`src/rtl/led_pkg.sv`:
```
`default_nettype none
// ============================================================================
// Module   : led_pkg
// Purpose  : Mode encodings and segment-threshold helper for the LED bar.
// Revision : 1.0 - initial release
// ============================================================================
package led_pkg;

    localparam int MODE_W = 3;

    typedef enum logic [MODE_W-1:0] {
        M_OFF    = 3'd0,
        M_FULL   = 3'd1,
        M_CHARGE = 3'd2,
        M_LOW    = 3'd3,
        M_NORMAL = 3'd4
    } mode_e;

    // Segment idx lights once the battery level is strictly above this value.
    function automatic int seg_thresh(input int idx, input int full_level, input int n_led);
        return (idx * full_level) / n_led;
    endfunction

endpackage
`default_nettype wire

```
`src/rtl/led_breath_pwm.sv`:
```
`default_nettype none
// ============================================================================
// Module   : led_breath_pwm
// Purpose  : Triangle-wave breathing PWM for the leading charge segment.
// Revision : 1.0 - initial release
// ============================================================================
module led_breath_pwm #(
    parameter int PWM_BITS   = 3,
    parameter int BREATH_DIV = 8
) (
    input  logic clk,
    input  logic rst_n,
    input  logic restart,
    output logic pwm_out
);

    localparam int                  c_step_w    = (BREATH_DIV > 1) ? $clog2(BREATH_DIV) : 1;
    localparam logic [PWM_BITS-1:0] c_duty_max  = '1;
    localparam logic [c_step_w-1:0] c_step_last = c_step_w'(BREATH_DIV - 1);

    logic [PWM_BITS-1:0] pwm_cnt_q;
    logic [PWM_BITS-1:0] duty_q;
    logic [c_step_w-1:0] step_cnt_q;
    logic                dir_down_q;
    logic                period_end;

    assign period_end = (pwm_cnt_q == c_duty_max);
    assign pwm_out    = (pwm_cnt_q < duty_q);

    // The PWM counter never restarts so a mode change leaves its phase intact.
    always_ff @(posedge clk or negedge rst_n) begin
        if (!rst_n) begin
            pwm_cnt_q  <= '0;
            duty_q     <= '0;
            step_cnt_q <= '0;
            dir_down_q <= 1'b0;
        end else begin
            pwm_cnt_q <= pwm_cnt_q + 1'b1;
            if (restart) begin
                duty_q     <= '0;
                step_cnt_q <= '0;
                dir_down_q <= 1'b0;
            end else if (period_end) begin
                if (step_cnt_q == c_step_last) begin
                    step_cnt_q <= '0;
                    if (!dir_down_q) begin
                        if (duty_q == c_duty_max) begin
                            dir_down_q <= 1'b1;
                        end else begin
                            duty_q <= duty_q + 1'b1;
                        end
                    end else begin
                        if (duty_q == '0) begin
                            dir_down_q <= 1'b0;
                        end else begin
                            duty_q <= duty_q - 1'b1;
                        end
                    end
                end else begin
                    step_cnt_q <= step_cnt_q + 1'b1;
                end
            end
        end
    end

endmodule
`default_nettype wire

```
`src/rtl/led_bar_indicator.sv`:
```
`default_nettype none
// ============================================================================
// Module   : led_bar_indicator
// Purpose  : N-segment battery bar with low blink and breathing charge segment.
//            Define LED_LOW_HYST_EN to add exit hysteresis to low-battery mode.
// Revision : 1.0 - initial release
// ============================================================================
module led_bar_indicator
    import led_pkg::*;
#(
    parameter int N_LED      = 4,
    parameter int BAT_W      = 8,
    parameter int FULL_LEVEL = 99,
    parameter int LOW_THRESH = 25,
    parameter int CLK_HZ     = 1000,
    parameter int BLINK_HZ   = 2,
    parameter int PWM_BITS   = 3,
    parameter int BREATH_DIV = 8,
    parameter int LOW_HYST   = 3
) (
    input  logic              clk,
    input  logic              rst_n,
    input  logic [BAT_W-1:0]  battery,
    input  logic              charging,
    input  logic [1:0]        fan_state,
    output logic [N_LED-1:0]  led,
    output logic [MODE_W-1:0] mode_o
);

    localparam int                   c_half_period = CLK_HZ / (2 * BLINK_HZ);
    localparam int                   c_blink_w     = (c_half_period > 1) ? $clog2(c_half_period) : 1;
    localparam int                   c_lead_w      = $clog2(N_LED + 1);
    localparam logic [c_blink_w-1:0] c_blink_last  = c_blink_w'(c_half_period - 1);

    mode_e                mode_d, mode_q;
    logic [N_LED-1:0]     bar_d, bar_q;
    logic [c_lead_w-1:0]  lead_d, lead_q;
    logic [N_LED-1:0]     led_d, led_q;
    logic [c_blink_w-1:0] blink_cnt_q;
    logic                 blink_q;
    logic                 low_entry;
    logic                 charge_entry;
    logic                 pwm_out;
    logic                 low_latched;
    logic [31:0]          bat_ext;

    assign bat_ext = 32'(battery);

`ifdef LED_LOW_HYST_EN
    always_ff @(posedge clk or negedge rst_n) begin
        if (!rst_n) begin
            low_latched <= 1'b0;
        end else begin
            low_latched <= (mode_d == M_LOW);
        end
    end
`else
    assign low_latched = 1'b0;
`endif

    always_comb begin
        bar_d = '0;
        for (int i = 0; i < N_LED; i++) begin
            bar_d[i] = (bat_ext > 32'(seg_thresh(i, FULL_LEVEL, N_LED)));
        end
        lead_d = c_lead_w'(N_LED);
        for (int i = N_LED - 1; i >= 0; i--) begin
            if (!bar_d[i]) begin
                lead_d = c_lead_w'(i);
            end
        end
    end

    always_comb begin
        mode_d = M_NORMAL;
        if (fan_state == 2'b00) begin
            mode_d = M_OFF;
        end else if (bat_ext >= 32'(FULL_LEVEL)) begin
            mode_d = M_FULL;
        end else if (charging) begin
            mode_d = M_CHARGE;
        end else if ((bat_ext <= 32'(LOW_THRESH)) ||
                     (low_latched && (bat_ext <= 32'(LOW_THRESH + LOW_HYST)))) begin
            mode_d = M_LOW;
        end
    end

    assign low_entry    = (mode_d == M_LOW)    && (mode_q != M_LOW);
    assign charge_entry = (mode_d == M_CHARGE) && (mode_q != M_CHARGE);

    led_breath_pwm #(
        .PWM_BITS   (PWM_BITS),
        .BREATH_DIV (BREATH_DIV)
    ) u_breath (
        .clk     (clk),
        .rst_n   (rst_n),
        .restart (charge_entry),
        .pwm_out (pwm_out)
    );

    always_comb begin
        led_d = '0;
        case (mode_q)
            M_FULL:   led_d = '1;
            M_NORMAL: led_d = bar_q;
            M_LOW:    led_d[0] = blink_q;
            M_CHARGE: begin
                led_d = bar_q;
                for (int i = 0; i < N_LED; i++) begin
                    if (lead_q == c_lead_w'(i)) begin
                        led_d[i] = pwm_out;
                    end
                end
            end
            default:  led_d = '0;
        endcase
    end

    // Mode, bar and blink state form stage one; led is the second register stage.
    always_ff @(posedge clk or negedge rst_n) begin
        if (!rst_n) begin
            mode_q      <= M_OFF;
            bar_q       <= '0;
            lead_q      <= '0;
            led_q       <= '0;
            blink_cnt_q <= '0;
            blink_q     <= 1'b0;
        end else begin
            mode_q <= mode_d;
            bar_q  <= bar_d;
            lead_q <= lead_d;
            led_q  <= led_d;
            if (low_entry) begin
                blink_cnt_q <= '0;
                blink_q     <= 1'b1;
            end else if (mode_q == M_LOW) begin
                if (blink_cnt_q == c_blink_last) begin
                    blink_cnt_q <= '0;
                    blink_q     <= ~blink_q;
                end else begin
                    blink_cnt_q <= blink_cnt_q + 1'b1;
                end
            end
        end
    end

    assign led    = led_q;
    assign mode_o = mode_q;

endmodule
`default_nettype wire

```
`config.mk`:
```
export PLATFORM = sky130hd
export DESIGN_NAME = led_bar_indicator
export DESIGN_NICKNAME = d
export VERILOG_FILES = /design/src/rtl/led_pkg.sv /design/src/rtl/led_breath_pwm.sv /design/src/rtl/led_bar_indicator.sv
export SDC_FILE = /design/constraint.sdc
export NUM_CORES = 1
export LEC_CHECK = 0
export BUFFER_PORTS_ARGS = -buffer_cell sky130_fd_sc_hd__clkbuf_2
export CORE_AREA = 2 2 81 83
export DETAILED_ROUTE_END_ITERATION = 10
export DIE_AREA = 0 0 83 85
export HOLD_SLACK_MARGIN = 0.06
export PLACE_DENSITY_LB_ADDON = 0.15
export RECOVER_POWER = 100
export SETUP_SLACK_MARGIN = 0.02
export SYNTH_ARGS = -nofsm -noshare
export SYNTH_HDL_FRONTEND = slang
export SYNTH_SLANG_ARGS = --single-unit
```
`constraint.sdc`:
```
create_clock -name clk -period 1.95 [get_ports clk]
set_input_delay 0.2925 -clock clk [delete_from_list [all_inputs] [get_ports clk]]
set_output_delay 0.2925 -clock clk [all_outputs]
set_load 0.02 [all_outputs]
```
==> metrics.csv, run 1 <==
metric;value;unit
layout_commonest_cell;dfrtp_1;
layout.nets;218;
ys_async_sr_fraction;100;%
hp-class;primary input to flip-flop;
drc_errors;0;
synth_nets;192;
cts_root_buffer;clkbuf_8;
vdd_drop_max;0.281;mV
rsz0062_at_grt;false;
finClkSkew;9.94;ps
drtIter0Drc;45;
groute.usage.overall;11.6;%
postCtsSetupRepairBufs;0;
dp.cells;266;
cts_hold_buf;0;
drive_above_1_share;9.64;%
grt_max_degree;34;
instances_no_fill;274;
startpoint;u_breath.duty_q[2];
num_antenna_cells;0;
wl;3690;µm
avgSynthCellArea;10.5;µm²
rr_startpoint;u_breath.duty_q[2];
grt_pass1_vias;1392;
setup_violations;0;
start_util;28.7;%
nFillCells;644;
drv_slew;34;
p_per_area;771;nW/µm²
cp_data_required_time;2160;ps
dieArea;7060;µm²
synth_edf_count;0;
rows;29;
cts.sinks;33;
wl_per_cell;13.4;µm
gp_congestion;0.790;
gr-total-overflow;0;
p_leak;0.857;nW
status;complete, but fails checks;
cts_resized;0;
area_growth;12.1;%
ys_types;45;
failed_checks;capacitance limit, slew limit;
timing.rr.end;led[0];
synth_ff_type;dfrtp_1;
antenna_found_initial;0;
cts_buffers;5;
dp_hpwl;2820;µm
layout_setup_ws;191;ps
fmax;569;MHz
period_share;90.2;%
syn_area;1780;µm²
path_max_fanout;5;
portBuffers;19;
relSlewSlack;-19.0;%
clock_latency;280;ps
hold_path_depth;2;
path_class;flip-flop to flip-flop;
num_vias;1393;
yosysWarnings;0;
dp_slack;201;ps
critPathLaunchType;flip-flop;
tightestPinTransition;1780;ps
die_y;85;µm
end_kind;flip-flop;
finalSetupTns;0;ps
ys_seq_area_share;46.3;%
crit_end;led[0];
layout_common_cells;33 x dfrtp_1, 16 x nor2_1, 14 x clkbuf_1, 11 x inv_1, 10 x a21oi_1;
syn_inst;170;
clkTransAtPathRegs;70;ps
cts.htree.levels;2;
postRouteAntennaNets;0;
vias_per_cell;5.08;
drv_cap;1;
ctsLongestPathBuffers;2;
core-area;6200;µm²
holdWs;263;ps
dr.pass1.iters;4;
die_w;83;µm
r2r_cells;5;
cp_data_arrival_time;1970;ps
cts_tree;built;
grt_pass1_wl;6570;µm
layout_min_cycle_time;1760;ps
ys_seq_elements;33;
ios;20;
hold_viol;0;
total_power;1.54;mW
reg2reg_setup_slack;190;ps
## through the flow
step	util, %	instance area (µm²)
4_1_cts	33.0	2050
5_1_grt	32.2	2000
3_5_place_dp	31.7	1970
3_3_place_gp	31.7	1970
2_1_floorplan	-	1780
6_report	32.2	2000
## how the worst min path moves through the flow
| stage | start | to | slack [ps] |
|---|---|---|---|
| final | battery[7] | mode_o[1] | 260 |
| after CTS | rst_n | blink_q | 130 |
| after global routing | battery[7] | mode_o[1] | 290 |
| after detailed placement | rst_n | u_breath.duty_q[0] | 430 |
| after global placement | rst_n | u_breath.duty_q[2] | 430 |
| after floorplan | rst_n | bar_q[0] | -3 |
## critical path, cell delays in order, from the launching register on
cell	delay (ps)
dfrtp_1	430
inv_1	90
ha_1	200
or4_1	490
a21oi_1	250
a311o_1	230
## cells in the mapped netlist, drive strengths merged, types with 2 or more instances
cell type / n / area share (%)
a211oi: 2 / 1.1
a21o: 5 / 2.1
a21oi: 10 / 3.7
a221o: 2 / 1.1
and3: 3 / 1.1
buf: 2 / 1.3
dfrtp: 33 / 46
ha: 8 / 5.6
inv: 11 / 2.3
mux2i: 4 / 2.2
nand2: 8 / 1.7
nand2b: 5 / 1.8
nand3: 4 / 1.1
nor2: 16 / 3.4
nor2b: 2 / 0.70
nor3: 7 / 2.5
nor3b: 4 / 1.7
nor4: 4 / 1.4
o211ai: 5 / 2.1
o21ai: 8 / 2.2
o22ai: 2 / 0.70
o311ai: 3 / 1.5
o31ai: 3 / 2.0
xnor2: 3 / 1.5
## kinds of logic (layout without fill, tap and decap cells)
group,Yosys count,count (layout),share of synthesized area (%)
muxes,5,5,2.88
and+or+nand+nor,60,60,19.0
AOI/OAI and AO/OA,46,46,19.5
buffers and inverters,13,40,3.58
DFF,33,33,46.3
xor gates and xnor gates,4,4,1.97
adders and majority gates,9,9,6.74
## state kept, by name, indices dropped and copies added, names as in the netlist
signal / count
u_breath.duty_q: 3
u_breath.pwm_cnt_q: 3
lead_q: 3
mode_o: 3
led: 4
blink_cnt_q: 8
u_breath.step_cnt_q: 3
blink_q: 1
u_breath.dir_down_q: 1
bar_q: 4
## routing by layer
layer | routed length, µm | vias to the layer above | GRT usage (%)
li1 | - | 676 | -
met1 | 1750 | 682 | 14.7
met2 | 1720 | 28 | 18.7
met3 | 135 | 7 | 3.02
met4 | 74 | 0 | 4.92
met5 | 0 | - | 0
## power by group
group / switching (mW) / internal, mW / leakage, nW
combinational: 0.142 / 0.103 / 0.408
clock: 0.225 / 0.253 / 0.0395
sequential: 0.0664 / 0.750 / 0.409
total: 0.433 / 1.11 / 0.857
## final cells by class
type                    count  area (µm²)  area share (%)
inverters                  11        41.3            2.07
well taps                  77        96.3            4.82
flip-flops and latches     33         826            41.4
repair buffers             21        96.3            4.82
multi-input cells         124         857            42.9
clock buffers               8        80.1            4.01
(Power assumes the default switching activity.)
==> run 2, diff against run 1 <==
--- a/config.mk
+++ b/config.mk
@@ -5,7 +5,7 @@
 export SDC_FILE = /design/constraint.sdc
 export NUM_CORES = 1
 export LEC_CHECK = 0
-export BUFFER_PORTS_ARGS = -buffer_cell sky130_fd_sc_hd__clkbuf_2
+export BUFFER_PORTS_ARGS = -buffer_cell sky130_fd_sc_hd__buf_4
 export CORE_AREA = 2 2 81 83
 export DETAILED_ROUTE_END_ITERATION = 10
 export DIE_AREA = 0 0 83 85
==> constraint.sdc (replaced) <==
create_clock -name clk -period 1.6 [get_ports clk]
set_input_delay 0.24 -clock clk [delete_from_list [all_inputs] [get_ports clk]]
set_output_delay 0.24 -clock clk [all_outputs]
set_load 0.02 [all_outputs]
==> metrics.csv, run 2 (same netlist as run 1, synthesis figures left out) <==
metric;value;unit;change
drtIter0Drc;57;;was 45
portBuffers;19;;unchanged
start_util;28.7;%;unchanged
dp.cells;279;;was 266
num_antenna_cells;0;;unchanged
highest_layer;met4;;unchanged
dr.pass1.iters;4;;unchanged
hold_path_depth;2;;unchanged
end_kind;flip-flop;;unchanged
cts.htree.levels;2;;unchanged
tightestPinTransition;814;ps;was 1780 ps
path_class;flip-flop to flip-flop;;unchanged
min_from;battery[7];;unchanged
p_leak;0.998;nW;was 0.857 nW
grt_max_degree;34;;unchanged
area_growth;28.0;%;was 12.1%
die_w;83;µm;unchanged
ctsLongestPathBuffers;2;;unchanged
drv_cap;0;;was 1
wl_per_cell;13.3;µm;was 13.4 µm
clock_latency;280;ps;about the same
drive_above_1_share;25.1;%;was 9.64%
ios;20;;unchanged
status;finished, final reports clean;;was complete, but fails checks
layout_commonest_cell;dfrtp_1;;unchanged
dp_hpwl;2860;µm;was 2820 µm
layout_common_cells;33 x dfrtp_1, 23 x buf_4, 16 x nor2_1, 11 x clkbuf_1, 10 x inv_1;;was 33 x dfrtp_1, 16 x nor2_1, 14 x clkbuf_1, 11 x inv_1, 10 x a21oi_1
grt_pass1_wl;6570;µm;unchanged
largest_reg_flops;8;;unchanged
groute.usage.overall;11.7;%;was 11.6%
path_max_fanout;5;;unchanged
r2r_cells;5;;unchanged
rr_startpoint;u_breath.duty_q[1];;was u_breath.duty_q[2]
timing.rr.end;led[2];;was led[0]
total_power;2.08;mW;was 1.54 mW
dieArea;7060;µm²;unchanged
cts.sinks;33;;unchanged
startpoint;u_breath.duty_q[1];;was u_breath.duty_q[2]
drv_slew;0;;was 34
grt_pass1_vias;1445;;was 1,392
period_share;93.6;%;was 90.2%
relSlewSlack;45.7;%;was -19.0%
antenna_found_initial;0;;unchanged
layout_min_cycle_time;1500;ps;was 1760 ps
drc_errors;0;;unchanged
cp_data_arrival_time;1660;ps;was 1970 ps
cts_root_buffer;clkbuf_8;;unchanged
layout.nets;236;;was 218
critPathLaunchType;flip-flop;;unchanged
setup_violations;0;;unchanged
die_y;85;µm;unchanged
gr-total-overflow;0;;unchanged
cts_tree;built;;unchanged
core-area;6200;µm²;unchanged
cts_buffers;5;;unchanged
clkTransAtPathRegs;70;ps;about the same
fmax;668;MHz;was 569 MHz
place_area;2120;µm²;was 1970 µm²
reg2reg_setup_slack;100;ps;was 190 ps
vdd_drop_max;0.277;mV;was 0.281 mV
gp_congestion;0.733;;was 0.790
top_register;blink_cnt_q;;unchanged
hold_viol;0;;unchanged
final_area;2280;µm²;was 2000 µm²
finClkSkew;5.63;ps;was 9.94 ps
wl_met2;1850;µm;was 1720 µm
cp_data_required_time;1770;ps;was 2160 ps
rows;29;;unchanged
holdWs;186;ps;was 263 ps
hp-class;primary input to flip-flop;;unchanged
hold_path_end;mode_o[1];;unchanged
wl;3890;µm;was 3690 µm
rsz0062_at_grt;false;;unchanged
num_vias;1454;;was 1,393
wl_met1;1800;µm;was 1750 µm
p_per_area;913;nW/µm²;was 771 nW/µm²
vias_per_cell;4.98;;was 5.08
dr_wl_met3;150;µm;was 135 µm
instances_no_fill;292;;was 274
postRouteAntennaNets;0;;unchanged
## run 2: how the worst max path moves through the flow
stage	endpoint	slack, ps	depth (start not counted)
after floorplan	u_breath.duty_q[2]	40	6
after global placement	u_breath.duty_q[2]	60	6
after detailed placement	u_breath.duty_q[1]	-40	6
after CTS	u_breath.duty_q[1]	20	6
after global routing	u_breath.duty_q[1]	8	4
final	led[2]	100	5
## run 2: power by group
group	leakage [nW]	internal, mW	total, mW	switching, mW
Combinational	0.534	0.196	0.417	0.221
Clock	0.0542	0.389	0.690	0.301
Sequential	0.409	0.914	0.976	0.0625
## run 2: through the flow
| step | TNS (ps) | setup slack, ps | utilization, % |
|---|---|---|---|
| 2_1_floorplan | 0 | 36.7 | - |
| 3_3_place_gp | 0 | 59.9 | 34.2 |
| 3_5_place_dp | -43.2 | -43.2 | 34.2 |
| 4_1_cts | 0 | 19.9 | 36.1 |
| 5_1_grt | 0 | 8.24 | 36.8 |
| 6_report | 0 | 102 | 36.8 |
## run 2: critical path, cell delays in order, from the launching register on
cell	delay [ps]
dfrtp_1	420
inv_1	100
ha_1	280
a21o_1	180
a21oi_4	80
a221o_1	330
## run 2: repair_timing
action / 4_1_cts / 5_1_grt
buffers inserted: 0 / 3
hold endpoints to repair: 33 / 0
pin swaps: 0 / 5
resized for setup: 1 / 13
cloned: 0 / 1
setup endpoints to repair: 1 / 5
hold buffers: 1 / 0
## run 2: final cells by class
type,count,area (µm²)
flip-flops and latches,33,826
fillers,639,3920
well taps,77,96.3
multi-input cells,124,937
clock inverters,1,5.00
repair buffers,39,279
inverters,11,41.3
clock buffers,7,96.3
## run 2: routing by layer
layer,up-vias,global-route usage [%]
met5,-,0
met4,0,5.81
met3,7,3.89
met2,31,19.3
met1,699,13.6
li1,717,-
==> run 3, diff against run 2 <==
--- a/config.mk
+++ b/config.mk
@@ -9,6 +9,7 @@
 export CORE_AREA = 2 2 81 83
 export DETAILED_ROUTE_END_ITERATION = 10
 export DIE_AREA = 0 0 83 85
+export GPL_ROUTABILITY_DRIVEN = 0
 export HOLD_SLACK_MARGIN = 0.06
 export PLACE_DENSITY_LB_ADDON = 0.15
 export RECOVER_POWER = 100
==> constraint.sdc (replaced) <==
create_clock -name clk -period 1.45 [get_ports clk]
set_input_delay 0.2175 -clock clk [delete_from_list [all_inputs] [get_ports clk]]
set_output_delay 0.2175 -clock clk [all_outputs]
set_load 0.02 [all_outputs]
==> metrics.csv, run 3 (same netlist as run 1, synthesis figures left out) <==
metric;value;unit;change
status;complete, but fails checks;;was finished, final reports clean
failed_checks;setup timing;;
use_met3;2.92;%;was 3.89%
area_growth;38.6;%;was 28.0%
path_max_fanout;2;;was 5
path_class;flip-flop to flip-flop;;unchanged
drc_errors;0;;unchanged
ctsLongestPathBuffers;2;;unchanged
hp-class;primary input to flip-flop;;unchanged
groute.usage.overall;12.5;%;was 11.7%
drtIter0Drc;76;;was 57
p_per_area;904;nW/µm²;was 913 nW/µm²
largest_reg_flops;8;;unchanged
drive_above_1_share;36.4;%;was 25.1%
cts_buffers;5;;unchanged
top_register;blink_cnt_q;;unchanged
top_usage_layer;met2;;unchanged
layout_commonest_cell;buf_4;;was dfrtp_1
layout_common_cells;38 x buf_4, 31 x dfrtp_1, 15 x nor2_1, 13 x clkbuf_1, 8 x a21oi_1;;was 33 x dfrtp_1, 23 x buf_4, 16 x nor2_1, 11 x clkbuf_1, 10 x inv_1
fmax;652;MHz;was 668 MHz
critPathLaunchType;flip-flop;;unchanged
dr.pass1.iters;4;;unchanged
antenna_found_initial;0;;unchanged
nFillCells;623;;was 639
relSlewSlack;46.1;%;was 45.7%
cts_root_buffer;clkbuf_8;;unchanged
drv_slew;0;;unchanged
dp.cells;291;;was 279
cp_data_arrival_time;1700;ps;was 1660 ps
core-area;6200;µm²;unchanged
grt_pass1_wl;7130;µm;was 6570 µm
grtUsageMet1;15.4;%;was 13.6%
p_leak;1.07;nW;was 0.998 nW
cts.sinks;33;;unchanged
min_from;battery[7];;unchanged
multiInputGateArea;1030;µm²;was 937 µm²
cp_data_required_time;1620;ps;was 1770 ps
gr-usage-met2;21.3;%;was 19.3%
instances_no_fill;308;;was 292
dp_hpwl;3070;µm;was 2860 µm
cts.htree.levels;2;;unchanged
hold_path_end;mode_o[1];;unchanged
start_util;28.7;%;unchanged
vdd_drop_max;0.381;mV;was 0.277 mV
portBuffers;19;;unchanged
layout_min_cycle_time;1530;ps;was 1500 ps
reg2reg_setup_slack;-80;ps;was 100 ps
drv_cap;0;;unchanged
grt_max_degree;34;;unchanged
timing.rr.end;u_breath.duty_q[2];;was led[2]
ios;20;;unchanged
finClkSkew;3.66;ps;was 5.63 ps
rr_startpoint;u_breath.dir_down_q;;was u_breath.duty_q[1]
clkTransAtPathRegs;60;ps;was 70 ps
period_share;106;%;was 93.6%
postRouteAntennaNets;0;;unchanged
gr-total-overflow;0;;unchanged
layout.nets;252;;was 236
tightestPinTransition;808;ps;was 814 ps
die_y;85;µm;unchanged
die_w;83;µm;unchanged
grt_pass1_vias;1550;;was 1,445
num_vias;1497;;was 1,454
ff_latch_area;828;µm²;was 826 µm²
total_power;2.23;mW;was 2.08 mW
layout_setup_ws;-84.2;ps;was 102 ps
hold_viol;0;;unchanged
vias_per_cell;4.86;;was 4.98
setup_violations;4;;was 0
rows;29;;unchanged
end_kind;flip-flop;;unchanged
cts_tree;built;;unchanged
num_antenna_cells;0;;unchanged
rsz0062_at_grt;true;;was false
r2r_cells;6;;was 5
clock_latency;280;ps;about the same
wl;4140;µm;was 3890 µm
hold_path_depth;2;;unchanged
wl_per_cell;13.4;µm;was 13.3 µm
dieArea;7060;µm²;unchanged
## run 3: cell types whose count changed in the layout (fill, tap and decap cells not counted), moves of 3 or more
| cell | change |
|---|---|
| buf_4 | +15 |
| buf_6 | +4 |
| ha_1 | -4 |
| ha_4 | +4 |
| inv_1 | -4 |
| inv_2 | +4 |
| o21ai_0 | -3 |
## run 3: worst max-delay path, cell delays in order, from the launching register on
cell and delay [ps]:
dfrtp_1 370, inv_2 50, fa_2 380, xor2_1 170, nor4_2 240, xnor2_1 150, nor2_1 60
## run 3: power breakdown
group          total [mW]  switching [mW]  internal (mW)
Combinational       0.501           0.254          0.246
Clock               0.645           0.305          0.340
Sequential           1.09          0.0774           1.01
Total                2.23           0.636           1.60
## run 3: what timing repair did
item,4_1_cts,5_1_grt
endpoints found under the hold margin,33,0
endpoints found under the setup margin,11,16
buffers inserted,3,6
hold buffers,1,0
pin swaps,8,13
gates resized for setup,12,17
## run 3: metal layers
layer	wire length (µm)	vias to the layer above
met1	1850	720
li1	-	749
met4	40	0
met3	127	2
met5	0	-
met2	2130	26
## run 3: worst max path at each step
stage / startpoint / to / slack (ps) / cells after the start
global placement: u_breath.dir_down_q / u_breath.duty_q[2] / -60 / 6
finish: u_breath.dir_down_q / u_breath.duty_q[2] / -80 / 6
CTS: u_breath.dir_down_q / u_breath.duty_q[2] / -90 / 6
global route: u_breath.dir_down_q / u_breath.duty_q[2] / -150 / 6
floorplan: u_breath.dir_down_q / u_breath.duty_q[2] / -110 / 6
detailed placement: u_breath.dir_down_q / u_breath.duty_q[2] / -130 / 6
## run 3: cell type report
| cell class | count | share of cell area, % |
|---|---|---|
| inverters | 11 | 1.67 |
| multi-input cells | 124 | 41.8 |
| well taps | 77 | 3.90 |
| repair buffers | 55 | 15.8 |
| flip-flops and latches | 33 | 33.6 |
| clock buffers | 8 | 3.24 |
## run 3: stage by stage
| stage | hold WS [ps] | instance area (µm²) | setup WS (ps) | utilization [%] | setup TNS [ps] |
|---|---|---|---|---|---|
| 6_report | 150 | 2470 | -84.2 | 39.8 | -155 |
| 5_1_grt | 147 | 2470 | -145 | 39.8 | -774 |
| 4_1_cts | 147 | 2390 | -94.6 | 38.5 | -307 |
| 3_5_place_dp | 189 | 2230 | -130 | 35.9 | -262 |
| 3_3_place_gp | 179 | 2230 | -59.2 | 35.9 | -71.2 |
| 2_1_floorplan | -78.1 | 1810 | -110 | - | -125 |
